$ cat src/rtl/ctrl_pkg.sv
// Shared types and encodings for the multi-cycle controller and the write-back mux.
package ctrl_pkg;

    localparam int OP_W = 4;
    localparam int WB_W = 3;

    typedef enum logic [2:0] {
        IDLE   = 3'd0,
        FETCH  = 3'd1,
        DECODE = 3'd2,
        EXEC   = 3'd3,
        MEM    = 3'd4,
        WB     = 3'd5,
        HALT   = 3'd6
    } state_e;

    localparam logic [OP_W-1:0] OP_RALU  = 4'h0;
    localparam logic [OP_W-1:0] OP_IALU  = 4'h1;
    localparam logic [OP_W-1:0] OP_LOAD  = 4'h2;
    localparam logic [OP_W-1:0] OP_STORE = 4'h3;
    localparam logic [OP_W-1:0] OP_LUI   = 4'h4;
    localparam logic [OP_W-1:0] OP_BEQ   = 4'h5;
    localparam logic [OP_W-1:0] OP_JAL   = 4'h6;
    localparam logic [OP_W-1:0] OP_IN    = 4'h7;
    localparam logic [OP_W-1:0] OP_HALT  = 4'hF;

    localparam logic [WB_W-1:0] WB_ALU   = 3'd0;
    localparam logic [WB_W-1:0] WB_MEM   = 3'd1;
    localparam logic [WB_W-1:0] WB_IMM   = 3'd2;
    localparam logic [WB_W-1:0] WB_LINK  = 3'd3;
    localparam logic [WB_W-1:0] WB_UPPER = 3'd4;
    localparam logic [WB_W-1:0] WB_IN    = 3'd5;

    function automatic logic is_legal(input logic [OP_W-1:0] op);
        return (op <= OP_IN) || (op == OP_HALT);
    endfunction

    function automatic logic [WB_W-1:0] wb_sel_of(input logic [OP_W-1:0] op);
        logic [WB_W-1:0] sel;
        case (op)
            OP_LOAD: sel = WB_MEM;
            OP_LUI:  sel = WB_UPPER;
            OP_JAL:  sel = WB_LINK;
            OP_IN:   sel = WB_IN;
            default: sel = WB_ALU;
        endcase
        return sel;
    endfunction

endpackage

$ cat src/rtl/ctrl_out_decode.sv
// Output decode of the controller: state plus latched opcode to enables and write-back select.
module ctrl_out_decode
    import ctrl_pkg::*;
(
    input  state_e          state_i,
    input  logic [OP_W-1:0] opc_q_i,
    input  logic [OP_W-1:0] opc_in_i,
    input  logic            zero_i,
    input  logic            mem_rdy_i,
    output logic            pc_write_o,
    output logic            ir_write_o,
    output logic            mem_read_o,
    output logic            mem_write_o,
    output logic            reg_write_o,
    output logic [WB_W-1:0] wb_sel_o,
    output logic            pc_src_o,
    output logic            illegal_o,
    output logic            halted_o
);

    // Moore decode; only the FETCH/MEM register loads look at the memory handshake.
    always_comb begin
        pc_write_o  = 1'b0;
        ir_write_o  = 1'b0;
        mem_read_o  = 1'b0;
        mem_write_o = 1'b0;
        reg_write_o = 1'b0;
        pc_src_o    = 1'b0;
        illegal_o   = 1'b0;
        halted_o    = 1'b0;
        // select follows the last decoded opcode so the mux settles before REG_WRITE
        if (state_i == IDLE) begin
            wb_sel_o = WB_ALU;
        end else begin
            wb_sel_o = wb_sel_of(opc_q_i);
        end
        case (state_i)
            FETCH: begin
                mem_read_o = 1'b1;
                ir_write_o = mem_rdy_i;
                pc_write_o = mem_rdy_i;
            end
            DECODE: begin
                illegal_o = ~is_legal(opc_in_i);
            end
            EXEC: begin
                if (opc_q_i == OP_BEQ) begin
                    pc_write_o = zero_i;
                    pc_src_o   = 1'b1;
                end else begin
                    pc_src_o   = 1'b0;
                end
            end
            MEM: begin
                if (opc_q_i == OP_LOAD) begin
                    mem_read_o  = 1'b1;
                end else if (opc_q_i == OP_STORE) begin
                    mem_write_o = 1'b1;
                end else begin
                    mem_read_o  = 1'b0;
                end
            end
            WB: begin
                reg_write_o = 1'b1;
                if (opc_q_i == OP_JAL) begin
                    pc_write_o = 1'b1;
                    pc_src_o   = 1'b1;
                end else begin
                    pc_src_o   = 1'b0;
                end
            end
            HALT: begin
                halted_o = 1'b1;
            end
            default: begin
                halted_o = 1'b0;
            end
        endcase
    end

endmodule

$ cat src/rtl/multicycle_ctrl_fsm.sv
// Multi-cycle fetch/decode/execute/memory/write-back controller with a retired-instruction counter.
module multicycle_ctrl_fsm
    import ctrl_pkg::*;
#(
    parameter int OPW  = 4,
    parameter int SELW = 3,
    parameter int CNTW = 16
) (
    input  logic            CLK,
    input  logic            RST_N,
    input  logic [OPW-1:0]  OPCODE,
    input  logic            ZERO,
    input  logic            MEM_RDY,
    output logic            PC_WRITE,
    output logic            IR_WRITE,
    output logic            MEM_READ,
    output logic            MEM_WRITE,
    output logic            REG_WRITE,
    output logic [SELW-1:0] WB_SEL,
    output logic            PC_SRC,
    output logic            ILLEGAL,
    output logic            HALTED,
    output logic [CNTW-1:0] RETIRED
);

    state_e            state_q, state_d;
    logic [OP_W-1:0]   opc_q, opc_d;
    logic [CNTW-1:0]   retired_q, retired_d;
    logic [OP_W-1:0]   opc_in_s;
    logic [WB_W-1:0]   wb_sel_s;
    logic              retire_s;

    assign opc_in_s = OP_W'(OPCODE);

    // State, latched opcode and retire counter; reset abandons any access in flight.
    always_ff @(posedge CLK or negedge RST_N) begin
        if (!RST_N) begin
            state_q   <= IDLE;
            opc_q     <= {OP_W{1'b0}};
            retired_q <= {CNTW{1'b0}};
        end else begin
            state_q   <= state_d;
            opc_q     <= opc_d;
            retired_q <= retired_d;
        end
    end

    // Next-state sequencing and retire detection.
    always_comb begin
        state_d  = state_q;
        opc_d    = opc_q;
        retire_s = 1'b0;
        case (state_q)
            IDLE: begin
                state_d = FETCH;
            end
            FETCH: begin
                if (MEM_RDY) begin
                    state_d = DECODE;
                end else begin
                    state_d = FETCH;
                end
            end
            DECODE: begin
                opc_d = opc_in_s;
                if (opc_in_s == OP_HALT) begin
                    state_d  = HALT;
                    retire_s = 1'b1;
                end else if (!is_legal(opc_in_s)) begin
                    state_d  = FETCH;
                end else begin
                    state_d  = EXEC;
                end
            end
            EXEC: begin
                if (opc_q == OP_BEQ) begin
                    state_d  = FETCH;
                    retire_s = 1'b1;
                end else if ((opc_q == OP_LOAD) || (opc_q == OP_STORE)) begin
                    state_d  = MEM;
                end else begin
                    state_d  = WB;
                end
            end
            MEM: begin
                if (!MEM_RDY) begin
                    state_d  = MEM;
                end else if (opc_q == OP_LOAD) begin
                    state_d  = WB;
                end else begin
                    state_d  = FETCH;
                    retire_s = 1'b1;
                end
            end
            WB: begin
                state_d  = FETCH;
                retire_s = 1'b1;
            end
            HALT: begin
                state_d = HALT;
            end
            default: begin
                state_d = IDLE;
            end
        endcase
        if (retire_s) begin
            retired_d = retired_q + CNTW'(1);
        end else begin
            retired_d = retired_q;
        end
    end

    ctrl_out_decode u_out_decode (
        .state_i     (state_q),
        .opc_q_i     (opc_q),
        .opc_in_i    (opc_in_s),
        .zero_i      (ZERO),
        .mem_rdy_i   (MEM_RDY),
        .pc_write_o  (PC_WRITE),
        .ir_write_o  (IR_WRITE),
        .mem_read_o  (MEM_READ),
        .mem_write_o (MEM_WRITE),
        .reg_write_o (REG_WRITE),
        .wb_sel_o    (wb_sel_s),
        .pc_src_o    (PC_SRC),
        .illegal_o   (ILLEGAL),
        .halted_o    (HALTED)
    );

    assign WB_SEL  = SELW'(wb_sel_s);
    assign RETIRED = retired_q;

endmodule

$ cat config.mk
export PLATFORM = sky130hd
export DESIGN_NAME = multicycle_ctrl_fsm
export DESIGN_NICKNAME = d
export VERILOG_FILES = /design/src/rtl/ctrl_pkg.sv /design/src/rtl/ctrl_out_decode.sv /design/src/rtl/multicycle_ctrl_fsm.sv
export SDC_FILE = /design/constraint.sdc
export NUM_CORES = 1
export LEC_CHECK = 0
export ABC_AREA = 1
export CORE_MARGIN = 8
export CORE_UTILIZATION = 49
export CTS_CLUSTER_DIAMETER = 50
export DETAILED_ROUTE_END_ITERATION = 10
export PLACE_DENSITY = 0.78
export SETUP_SLACK_MARGIN = 0.4
export SLEW_MARGIN = 20
export SYNTH_ARGS = -nofsm -noshare
export SYNTH_HDL_FRONTEND = slang
export SYNTH_SLANG_ARGS = --single-unit
$ cat constraint.sdc
create_clock -name CLK -period 1.5 [get_ports CLK]
set_input_delay 0.3 -clock CLK [delete_from_list [all_inputs] [get_ports CLK]]
set_output_delay 0.3 -clock CLK [all_outputs]
set_load 0.01 [all_outputs]
* Yosys cells after proc, flatten, opt, wreduce, memory -nomap -nowiden
Cells that the tools add are included.
** Operators by class
- Add/subtract/negate cells :: 1
- Order comparisons :: 1
- Equality and inequality tests :: 13
- Multiplexer cells :: 28
- Bitwise gates (word level) :: 1
- Reduce and logical (&&, ||, !) cells :: 4
** Operators with widths (count)
- one-hot mux 3 bit (6 select lines) :: 1
- adder 16 x 1 -> 16 bit (second input constant) :: 1
- equality test 4 x 3 -> 1 bit (second input constant) :: 4
- two-way mux 1 bit :: 15
- two-way mux 3 bit :: 5
- one-hot mux 3 bit (4 select lines) :: 1
- equality test 3 bit (second input constant) :: 3
- equality test 4 x 2 -> 1 bit (second input constant) :: 2
- equality test 3 x 2 -> 1 bit (second input constant) :: 2
- equality test 4 bit (second input constant) :: 1
- <= comparator 4 x 3 -> 1 bit (second input constant) :: 1
- two-way mux 2 bit :: 2
- one-hot mux 1 bit (2 select lines) :: 2
- one-hot mux 1 bit (4 select lines) :: 1
- equality test 3 x 1 -> 1 bit (second input constant) :: 1
- zero test 3 bit :: 1
- one-hot mux 1 bit (3 select lines) :: 1
- logical OR 1 bit :: 2
- OR reduction 2 bit :: 1
- NOT 1 bit :: 1
** Word-level totals
- Flip-flop bits (word level) :: 23
- Bits of input ports :: 8
- Output and inout bits :: 27
- Word-level logic and storage cells :: 51

* Logic depth before layout (Yosys ltp)
Gate-level depths: netlist of the first run.
- Depth after elaboration :: 5
- Mapped depth :: 9
- Depth with buffers taken out :: 8

* Cells and area by module
From an unflattened synthesis of the first run, not the netlist that was laid out.
** Second synthesis, totals
- Cells, all modules :: 244
- Area, all modules :: 1602.8 um^2
** By module, submodules not included
- multicycle_ctrl_fsm :: times used 1, cells each 201, area each 1411.4 um^2, seq. area each 575.6 um^2
- ctrl_out_decode :: times used 1, cells each 43, area each 191.4 um^2, seq. area each 0.0 um^2

* Least setup slack after synthesis of the first run
OpenSTA, ideal clock, no wires.
- Path kind :: register to output
- From :: register state_q[1]
- To :: output port PC_SRC
- Arrival :: 1137 ps
- Data required time :: 1200 ps
- Path slack :: 63 ps
- Cell stages (with the launch flop) :: 4
- Buffers on the path :: 0
- Cells stage by stage :: dfrtp_1 > nor3_2 > nand3_1 > o21ai_0
** Between the ends
- Longest elaborated chain between the ends :: 2
- Elaborated cells on any way between the ends :: 3
- Those cells by class :: eq/ne (2); mux (1)
** RTL lines
- start, declared :: line multicycle_ctrl_fsm.sv:26 : state_e state_q, state_d;
- start signal, assigned :: line multicycle_ctrl_fsm.sv:42 : state_q <= state_d;
- equality test 3 bit or equality test 3 x 2 -> 1 bit (tied branches) :: line ctrl_out_decode.sv:37 : case (state_i)
- one-hot mux 1 bit (2 select lines) (*) :: line ctrl_out_decode.sv:37
- end, declared :: line multicycle_ctrl_fsm.sv:20 : output logic PC_SRC,
Every way passes the cells marked *; elsewhere a longest branch is shown, timed or not.

* Final worst setup path of the first run
- From :: register state_q[2]
- To :: register retired_q[9] (netlist: RETIRED[9])
** Between the ends
- Longest elaborated chain between the ends :: 2
- Elaborated cells on any way between the ends :: 5
- Those cells by class :: eq/ne (4); mux (1)
** RTL lines
- equality test 3 bit or equality test 3 x 2 -> 1 bit (tied branches) :: line multicycle_ctrl_fsm.sv:53 : case (state_q)
- one-hot mux 1 bit (4 select lines) (*) :: line multicycle_ctrl_fsm.sv:53
- end signal, assigned :: line multicycle_ctrl_fsm.sv:40 : retired_q <= {CNTW{1'b0}};
- end signal, assigned :: line multicycle_ctrl_fsm.sv:44 : retired_q <= retired_d;
- end, declared :: line multicycle_ctrl_fsm.sv:28 : logic [CNTW-1:0] retired_q, retired_d;
Marked as above.
A chain may end at the register's enable or synchronous reset.

==> reports/metrics.cfg, run 1 <==
[final_layout]
area.growth.synth_to_final_pct=83.9
multi_input_area_mm2=0.00106
final-seq-area_um2=587
nets=342
design_area_mm2=0.00276
nFillCells=109
n_antenna_cell=0
layout_common_cells=55 x nand2_1, 52 x buf_4, 36 x buf_6
final_common_cell=nand2_1
drive_above_1_share=0.539

[routing]
dr_total_vias=2404
drt-initial-drc-count=432
drtAntennaViolNets=0
drt-total-wl_um=8190
route.detailed.drc=0
wl_per_cell_um=22.4
vias_per_cell=6.59
wl_met2_um=3790
firstDrtPassIters=10
m1WireLength_um=2750
highest_layer=met4
route.met3.wl_um=970

[setup_path]
crit_chain=inv_4, buf_6, nor3_4, buf_4, buf_6, buf_6, nor2_4, buf_12, nand3_1, nand2_1
crit_path_max_fanout=10
end_kind=flop
cp_slowest_cell=dfrtp_1
critPathArrivalTime_ns=2.15
max_stage_delay_ns=0.44
crit_family=buffers and inverters
startpoint_type=flop
required_ns=1.77
crit_type=reg -> reg
path_buf_inv=6
crit_path_frequent_cell=buf_6

[yosys]
synth_async_sr_flop_share=1.00
syn_nets=230
avgSynthCellArea_um2=6.78
synth_cell_types=23
yosysWarnings=0
synth_area_mm2=0.00150
synth-seq-area-share=0.384
synth_edf_count=0
synth_flop_cell=dfrtp_1
synth_cells=221
ys_seq_elements=23

[global_route]
grt_pass1_vias=2230
track_usage=0.279
grt_pass1_wl_um=11100
grt_max_degree=24
grt_overflow_total=0
antenna_found_initial=0

[placement]
post_dp_cell_area_mm2=0.00216
portBuffers=34
gp_congestion=0.870
hpwl_um=3300

[cts]
cts_made_buffers=3
cts.sinks=23
cts_buffer_depth=2
path_clk_slew_ns=0.14
cts_hold_buffers=0
root_buffer=clkbuf_4
cts_tree=yes
clk_latency_ns=0.34
cts_htree_levels=1

[power_and_ir_drop]
p_per_area_mw_per_mm2=1560
peakVddDrop_uv=977
leakagePower_nw=1.38
power.total_mw=4.30

[timing]
setup_viol=28
min_period_over_period=1.25
report.final.slew_viol_count=0
finalClockSkew_ns=0.00203
post-route-min-period_ns=1.88
setup_ws_ns=-0.381
hold_violations=0
slew_headroom=0.754
worst_pin_slew_ns=0.368
tns_ns=-7.75
rsz0062_at_grt=yes
max_clock_freq_ghz=0.532

[run_status]
violations=negative setup slack
status=finished with violations

[flow_run]
maxCapViolCount=0

[die]
die_h_um=71.3
start_util=0.503
rows=20
fp.dieW_um=71.3
die-area_mm2=0.00509
ios=35
core_mm2=0.00298

[worst_hold_path]
min_path_type=in -> async

## registers in the layout (all words and copies together) (netlist names)
signal / cells
opc_q: 4
RETIRED: 16
state_q: 3
## kinds of logic (layout without fill, tap and decap cells)
kind of cell	after synthesis	count (layout)	synth area share
AND/OR/NAND/NOR	155	156	0.457
AO/OA/AOI/OAI	11	11	0.0409
adder cells (fa/ha/maj)	1	1	0.00835
XOR/XNOR	7	7	0.0409
flip-flops	23	23	0.384
buffers and inverters	24	134	0.0684
## layer usage
metal  global-route usage  vias to the layer above
li1                     -                      949
met5                    0                        -
met1                0.321                     1082
met2                0.466                      282
met3               0.0488                       91
met4                0.176                        0
## Yosys cell counts (all sizes together) (2+ instances only)
| cell | instances | share of area |
|---|---|---|
| nand2 | 81 | 0.21 |
| nand3 | 32 | 0.11 |
| nor2 | 28 | 0.083 |
| dfrtp | 23 | 0.38 |
| inv | 21 | 0.053 |
| nand4 | 10 | 0.042 |
| o21ai | 7 | 0.023 |
| xor2 | 4 | 0.023 |
| buf | 3 | 0.016 |
| nor3 | 3 | 0.013 |
| xnor2 | 3 | 0.018 |
| a21oi | 2 | 0.0067 |
## where the power goes
group          internal [mW]  switching [mW]  total [mW]
combinational           1.47            1.57        3.04
sequential             0.774           0.154       0.928
clock                  0.105           0.225       0.330
## through the flow
| stage | hold WS (ns) | util | std cells | setup WS [ns] |
|---|---|---|---|---|
| after floorplan | 0.00441 | - | 221 | 0.183 |
| after global placement | 0.520 | 0.724 | 315 | -0.407 |
| after detailed placement | 0.523 | 0.724 | 315 | -0.458 |
| after CTS | 0.317 | 0.894 | 362 | -0.276 |
| after global routing | 0.319 | 0.926 | 365 | -0.418 |
| final | 0.297 | 0.926 | 365 | -0.381 |
## timing repair
action | in CTS | in global routing
pin swaps | 24 | 15
resized for setup | 183 | 23
setup endpoints to repair | 50 | 50
setup buffers | 42 | 3
cloned | 1 | 0
## path summary, 6_finish.rpt
kind | startpoint | end | slack, ns | cells past startpoint
worst max-delay path | state_q[2] | RETIRED[9] | -0.38 | 10
worst min-delay path | RST_N | RETIRED[2] | 0.30 | 2
min in group CLK | OPCODE[3] | opc_q[3] | 0.39 | 3
max in group asynchronous | RST_N | state_q[0] | 0.94 | 2
worst max register to register | state_q[2] | RETIRED[9] | -0.38 | 10
worst min register to register | opc_q[1] | opc_q[1] | 0.62 | 2
## area by class of cell
cell class / instances / area share
timing repair buffer: 109 / 0.346
multi-input combinational: 175 / 0.385
sequential: 23 / 0.213
clock buffer: 4 / 0.00953
tap: 33 / 0.0150
inverter: 21 / 0.0318
Power figures use the tool's default switching activity.
==> inputs of run 2 (changes only) <==
--- a/config.mk
+++ b/config.mk
@@ -5,9 +5,8 @@
 export SDC_FILE = /design/constraint.sdc
 export NUM_CORES = 1
 export LEC_CHECK = 0
-export ABC_AREA = 1
 export CORE_MARGIN = 8
-export CORE_UTILIZATION = 49
+export CORE_UTILIZATION = 48
 export CTS_CLUSTER_DIAMETER = 50
 export DETAILED_ROUTE_END_ITERATION = 10
 export PLACE_DENSITY = 0.78
==> constraint.sdc (replaced) <==
create_clock -name CLK -period 1.5 [get_ports CLK]
set_input_delay 0.3 -clock CLK [delete_from_list [all_inputs] [get_ports CLK]]
set_output_delay 0.3 -clock CLK [all_outputs]
set_load 0.02 [all_outputs]
==> reports/metrics.cfg, run 2 <==
[run_status]
status=aborted with a tool error
stop_stage=global routing (5_1_grt)
stop_error=[ERROR DPL-0038] Utilization greater than 100%, impossible to legalize

[die]
start_util=0.498
rows=19
fp.dieW_um=69.3
die_h_um=69.3
ios=35

[cts]
cts_made_buffers=3
cts_htree_levels=1
cts_hold_buffers=0
root_buffer=clkbuf_4
cts_buffer_depth=2
cts.sinks=23

[global_route]
grt_max_degree=24

[yosys]
synth-seq-area-share=0.423
synth_mux_area_frac=0.0276
yosysWarnings=0
synth_async_sr_flop_share=1.00
synth_top_family_by_area=simple AND/OR/NAND/NOR gates
yosysMostFrequentCell=dfrtp_1
synth_cell_types=44
synth_commonest_cells=23 x dfrtp_1, 15 x xor2_1, 11 x nand2_1, 10 x nand3_1, 8 x nor2_1
ys_seq_elements=23
ys_top_cells_by_area=dfrtp_1 42%, xor2_1 9.7%, nand3_1 3.7%, a2111oi_0 3.2%, nand2_1 3.0%
yosysTopAreaCellShare=0.423
synth_area_mm2=0.00136
synth_edf_count=0
syn_nets=144
avgSynthCellArea_um2=10.1
synth-xor-area-share=0.103
synth_flop_cell=dfrtp_1
synth_top_area_cell=dfrtp_1
synth_fa_ha_area_frac=0.00919
yosys.area_share.simple=0.199
synth_compound_area_frac=0.184
synth_cells=135

[placement]
gp_congestion=0.908
post_dp_cell_area_mm2=0.00214
dp_cells=243
hpwl_um=3010
portBuffers=34

[timing]
postGrtWorstEndpoint=MEM_READ
worst-ep-kind=top-level output

run 2: logic make-up after synthesis:
kind of cell / after synthesis
compound gates: 31
xor+xnor: 16
fa+ha+maj: 1
buf+inv: 13
flops: 23
mux: 3
simple gates: 48
run 2: metrics by stage:
stage / setup TNS, ns / util / worst slack [ns]
floorplan: -4.38 / - / -0.363
global placement: -15.10 / 0.782 / -0.737
detailed placement: -16.23 / 0.782 / -0.769
CTS: -10.09 / 0.946 / -0.477
run 2: timing repair:
action | CTS
endpoints found under the hold margin | 0
pin swaps | 9
endpoints found under the setup margin | 50
setup buffers | 27
gates cloned | 0
resized for setup | 210
==> inputs of run 3 (changes only) <==
--- a/config.mk
+++ b/config.mk
@@ -5,12 +5,10 @@
 export SDC_FILE = /design/constraint.sdc
 export NUM_CORES = 1
 export LEC_CHECK = 0
-export CORE_MARGIN = 8
-export CORE_UTILIZATION = 48
-export CTS_CLUSTER_DIAMETER = 50
+export CORE_AREA = 8 8 69 71
 export DETAILED_ROUTE_END_ITERATION = 10
-export PLACE_DENSITY = 0.78
-export SETUP_SLACK_MARGIN = 0.4
+export DIE_AREA = 0 0 77 79
+export PLACE_DENSITY_LB_ADDON = 0.15
 export SLEW_MARGIN = 20
 export SYNTH_ARGS = -nofsm -noshare
 export SYNTH_HDL_FRONTEND = slang
==> reports/metrics.cfg, run 3 <==
[power_and_ir_drop]
leakagePower_nw=1.04
swShare=0.448
peakVddDrop_uv=1150
p_comb_frac=0.700
p_sw_mw=2.20
power.total_mw=4.90
clkPwrFrac=0.081
p_int_mw=2.70
seqPwrFrac=0.219
p_per_area_mw_per_mm2=1890

[final_layout]
nets=242
largest_reg_flops=16
final_common_cell=buf_4
n_antenna_cell=0
nFillCells=285
multi_input_area_um2=970
final-seq-area_um2=577
drive_above_1_share=0.543
layout_common_cells=50 x buf_4, 24 x buf_6, 22 x dfrtp_1
design_area_mm2=0.00259
area.growth.synth_to_final_pct=90.2

[yosys]
synth_async_sr_flop_share=1.00
synth_commonest_cells=23 x dfrtp_1, 15 x xor2_1, 11 x nand2_1, 10 x nand3_1, 8 x nor2_1
ys_top_cells_by_area=dfrtp_1 42%, xor2_1 9.7%, nand3_1 3.7%, a2111oi_0 3.2%, nand2_1 3.0%
synth_flop_cell=dfrtp_1
synth_cells=135
synth_top_area_cell=dfrtp_1
synth_edf_count=0
avgSynthCellArea_um2=10.1
synth_area_mm2=0.00136
yosysWarnings=0
syn_nets=144
yosysTopAreaCellShare=0.423
synth_cell_types=44
yosysMostFrequentCell=dfrtp_1
ys_seq_elements=23
synth-seq-area-share=0.423

[placement]
post_dp_cell_area_mm2=0.00207
gp_congestion=0.873
hpwl_um=2910
portBuffers=34

[timing]
max_clock_freq_ghz=0.489
min_period_over_period=1.36
post-route-min-period_ns=2.04
slew_headroom=0.648
holdWs_ns=0.286
setup_viol=27
hold_violations=0
setup_ws_ns=-0.544
finalClockSkew_ns=0.00178
rsz0062_at_grt=yes
worst_pin_slew_ns=0.527
report.final.slew_viol_count=0

[setup_path]
path_buf_inv=1
crit_type=reg -> out
crit_chain=or4b_4, nor2_1, a21oi_1, nor2_2, buf_6
critPathArrivalTime_ns=1.74
cp_slowest_cell=or4b_4
end_kind=output pin
r2r_slack_ns=-0.50
startpoint_type=flop
required_ns=1.20
crit_family=simple AND/OR/NAND/NOR gates
max_stage_delay_ns=0.56
crit_path_max_fanout=3

[run_status]
status=finished with violations
violations=negative setup slack

[routing]
drt-initial-drc-count=56
drt-total-wl_um=4720
firstDrtPassIters=4
vias_per_cell=5.07
dr_total_vias=1431
wl_per_cell_um=16.7
route.detailed.drc=0
drtAntennaViolNets=0

[global_route]
grt_max_degree=24
grt_pass1_wl_um=7400
grt_pass1_vias=1486
antenna_found_initial=0
grt_overflow_total=0
track_usage=0.147

[flow_run]
maxCapViolCount=0

[cts]
cts_hold_buffers=0
cts_buffer_depth=2
path_clk_slew_ns=0.09
cts_htree_levels=1
root_buffer=clkbuf_8
cts_tree=yes
clk_latency_ns=0.26
cts.sinks=23
cts_made_buffers=3

[worst_hold_path]
min_path_type=in -> reg

[die]
ios=35
fp.dieW_um=77
rows=23
die-area_mm2=0.00608
die_h_um=79
core_mm2=0.00380
start_util=0.358

==> run 3: final timing paths <==
path,from,end,cells after the start
max,state_q[0],MEM_READ,5
min,OPCODE[1],opc_q[1],2
max reg2reg,state_q[0],RETIRED[1],6
min reg2reg,RETIRED[15],RETIRED[15],1
max in group asynchronous,RST_N,state_q[1],2
min in group asynchronous,RST_N,RETIRED[9],2
==> run 3: kinds of logic after synthesis <==
logic type      after synthesis  synth area share
compound gates               31             0.184
mux                           3            0.0276
xor+xnor                     16             0.103
simple gates                 48             0.199
buf+inv                      13            0.0542
fa+ha+maj                     1           0.00919
flops                        23             0.423
==> run 3: final cells by class <==
type                       count  area share
timing repair buffer         100       0.352
clock inverter                 1     0.00193
multi-input combinational     99       0.375
inverter                       6     0.00870
clock buffer                   3      0.0159
sequential                    23       0.223
tap                           50      0.0242
==> run 3: worst register-to-register path, stage by stage (launching register included) <==
cell and delay (ns):
dfrtp_1 0.42, or4b_4 0.56, buf_6 0.14, o221ai_4 0.26
buf_12 0.17, nand2_4 0.05, mux2_4 0.29
==> run 3: layer usage <==
layer  wire length, µm  up-vias  track usage  share of wire
li1                  -      683            -              -
met1              1970      706        0.182           0.42
met2              2460       33        0.254           0.52
met3               217        9       0.0339          0.046
met4                76        0       0.0358          0.016
met5                 0        -            0              0
==> run 3: power groups by stage <==
| stage | registers (mW) | clock network, mW | logic [mW] |
|---|---|---|---|
| after floorplan | 1.23 | 0 | 1.15 |
| final | 1.07 | 0.396 | 3.43 |
| after detailed placement | 1.06 | 0 | 2.66 |
| after global routing | 1.10 | 0.426 | 3.65 |
| after CTS | 1.05 | 0.402 | 3.10 |
| after global placement | 1.05 | 0 | 2.61 |
==> run 3: stage by stage <==
step | util | TNS (ns) | instances | setup WS [ns]
after detailed placement | 0.545 | -15.95 | 255 | -0.828
after floorplan | - | -4.05 | 135 | -0.363
after CTS | 0.637 | -10.18 | 276 | -0.489
after global placement | 0.545 | -14.94 | 255 | -0.731
final | 0.681 | -10.48 | 282 | -0.544
after global routing | 0.681 | -11.84 | 282 | -0.593
==> run 3: repair_timing <==
item | 4_1_cts | 5_1_grt
pin swaps | 14 | 15
setup endpoints to repair | 45 | 30
gates resized for setup | 130 | 29
cloned | 1 | 1
buffers inserted | 18 | 8
==> inputs of run 4 (changes only) <==
--- a/config.mk
+++ b/config.mk
@@ -5,10 +5,12 @@
 export SDC_FILE = /design/constraint.sdc
 export NUM_CORES = 1
 export LEC_CHECK = 0
+export CAP_MARGIN = 40
 export CORE_AREA = 8 8 69 71
 export DETAILED_ROUTE_END_ITERATION = 10
 export DIE_AREA = 0 0 77 79
 export PLACE_DENSITY_LB_ADDON = 0.15
+export SKIP_LAST_GASP = 1
 export SLEW_MARGIN = 20
 export SYNTH_ARGS = -nofsm -noshare
 export SYNTH_HDL_FRONTEND = slang
==> reports/metrics.cfg, run 4 (synthesized netlist as in run 3, its figures left out) <==
[timing]
tns_ns=-10.41
report.final.slew_viol_count=0
rsz0062_at_grt=yes
min_period_over_period=1.34
setup_ws_ns=-0.507
slew_headroom=0.608
finalClockSkew_ns=0.00179
holdWs_ns=0.284
post-route-min-period_ns=2.01
max_clock_freq_ghz=0.498
setup_viol=27
hold_violations=0
worst_pin_slew_ns=0.587

[cts]
root_buffer=clkbuf_8
cts.sinks=23
clk_latency_ns=0.26
path_clk_slew_ns=0.09
cts_htree_levels=1
cts_hold_buffers=0
cts_tree=yes
cts_made_buffers=3
cts_buffer_depth=2

[final_layout]
area.growth.synth_to_final_pct=88.1
utilization=0.674
largest_reg_flops=16
nets=242
drive_above_1_share=0.526
final_common_cell=buf_4
design_area_mm2=0.00256
final_cells=282
layout_common_cells=52 x buf_4, 22 x dfrtp_1, 22 x buf_6
n_antenna_cell=0

[placement]
dp_cells=255
gp_congestion=0.873
hpwl_um=2910
post_dp_cell_area_mm2=0.00207
post-place-ws_ns=-0.828
portBuffers=34

[power_and_ir_drop]
peakVddDrop_uv=1150
leakagePower_nw=1.03
power.total_mw=4.78
p_per_area_mw_per_mm2=1870

[setup_path]
required_ns=1.20
crit_type=reg -> out
critPathArrivalTime_ns=1.71
cp-startpoint=state_q[0]
startpoint_type=flop
crit_path_max_fanout=3
worst_r2r_startpoint=state_q[0]
end_kind=output pin

[routing]
vias_per_cell=5.03
route.detailed.drc=0
wl_per_cell_um=16.5
drt-total-wl_um=4660
drtAntennaViolNets=0
dr_total_vias=1418
drt-initial-drc-count=66
firstDrtPassIters=5

[die]
die_h_um=79
core_mm2=0.00380
start_util=0.358
ios=35
die-area_mm2=0.00608
fp.dieW_um=77
rows=23

[flow_run]
maxCapViolCount=0

[global_route]
met3_usage=0.0350
track_usage=0.146
grt_max_degree=24
grt.met2_usage=0.250
grt_busiest_layer=met2
grt_pass1_vias=1505
use_met1=0.180
grt_pass1_wl_um=7390
antenna_found_initial=0
grt_overflow_total=0

[worst_hold_path]
min_path_type=in -> reg
hold_start=OPCODE[1]

[run_status]
status=finished with violations
violations=negative setup slack

==> run 4: final cells by class <==
| class | count | area, µm² |
|---|---|---|
| Clock buffer | 3 | 41.3 |
| Clock inverter | 1 | 5.00 |
| Fill cell | 304 | 1240 |
| Inverter | 6 | 22.5 |
| Multi-Input combinational cell | 99 | 948 |
| Sequential cell | 23 | 577 |
| Tap cell | 50 | 62.6 |
| Timing Repair Buffer | 100 | 903 |
==> run 4: path summary, 6_finish.rpt <==
kind | slack (ns) | end | cells past startpoint
min | 0.28 | opc_q[1] | 2
max | -0.51 | MEM_READ | 5
max in group asynchronous | 0.86 | state_q[1] | 2
min in group asynchronous | 0.39 | RETIRED[9] | 2
min reg2reg | 0.46 | RETIRED[15] | 1
max reg2reg | -0.49 | RETIRED[1] | 6
==> run 4: what timing repair did <==
| item | 4_1_cts | 5_1_grt |
|---|---|---|
| setup buffers | 18 | 6 |
| resized for setup | 125 | 25 |
| gates cloned | 1 | 1 |
| endpoints found under the setup margin | 45 | 30 |
| pin swaps | 14 | 17 |
==> run 4: where the power goes <==
| group | internal, mW | switching (mW) | leakage (nW) |
|---|---|---|---|
| Combinational | 1.61 | 1.72 | 0.765 |
| Clock | 0.185 | 0.213 | 0.0255 |
| Sequential | 0.847 | 0.213 | 0.243 |
| Total | 2.64 | 2.14 | 1.03 |
==> run 4: critical path, cell delays in order, from the launching register on <==
cell,delay (ns)
dfrtp_1,0.42
or4b_4,0.55
nor2_1,0.12
a21oi_1,0.10
nor2_2,0.10
buf_4,0.15
==> run 4: per-layer routing <==
metal | wire length, µm | vias to the layer above | part of all wire
li1 | - | 687 | -
met1 | 1980 | 696 | 0.42
met2 | 2410 | 29 | 0.52
met3 | 197 | 6 | 0.042
met4 | 72 | 0 | 0.015
met5 | 0 | - | 0
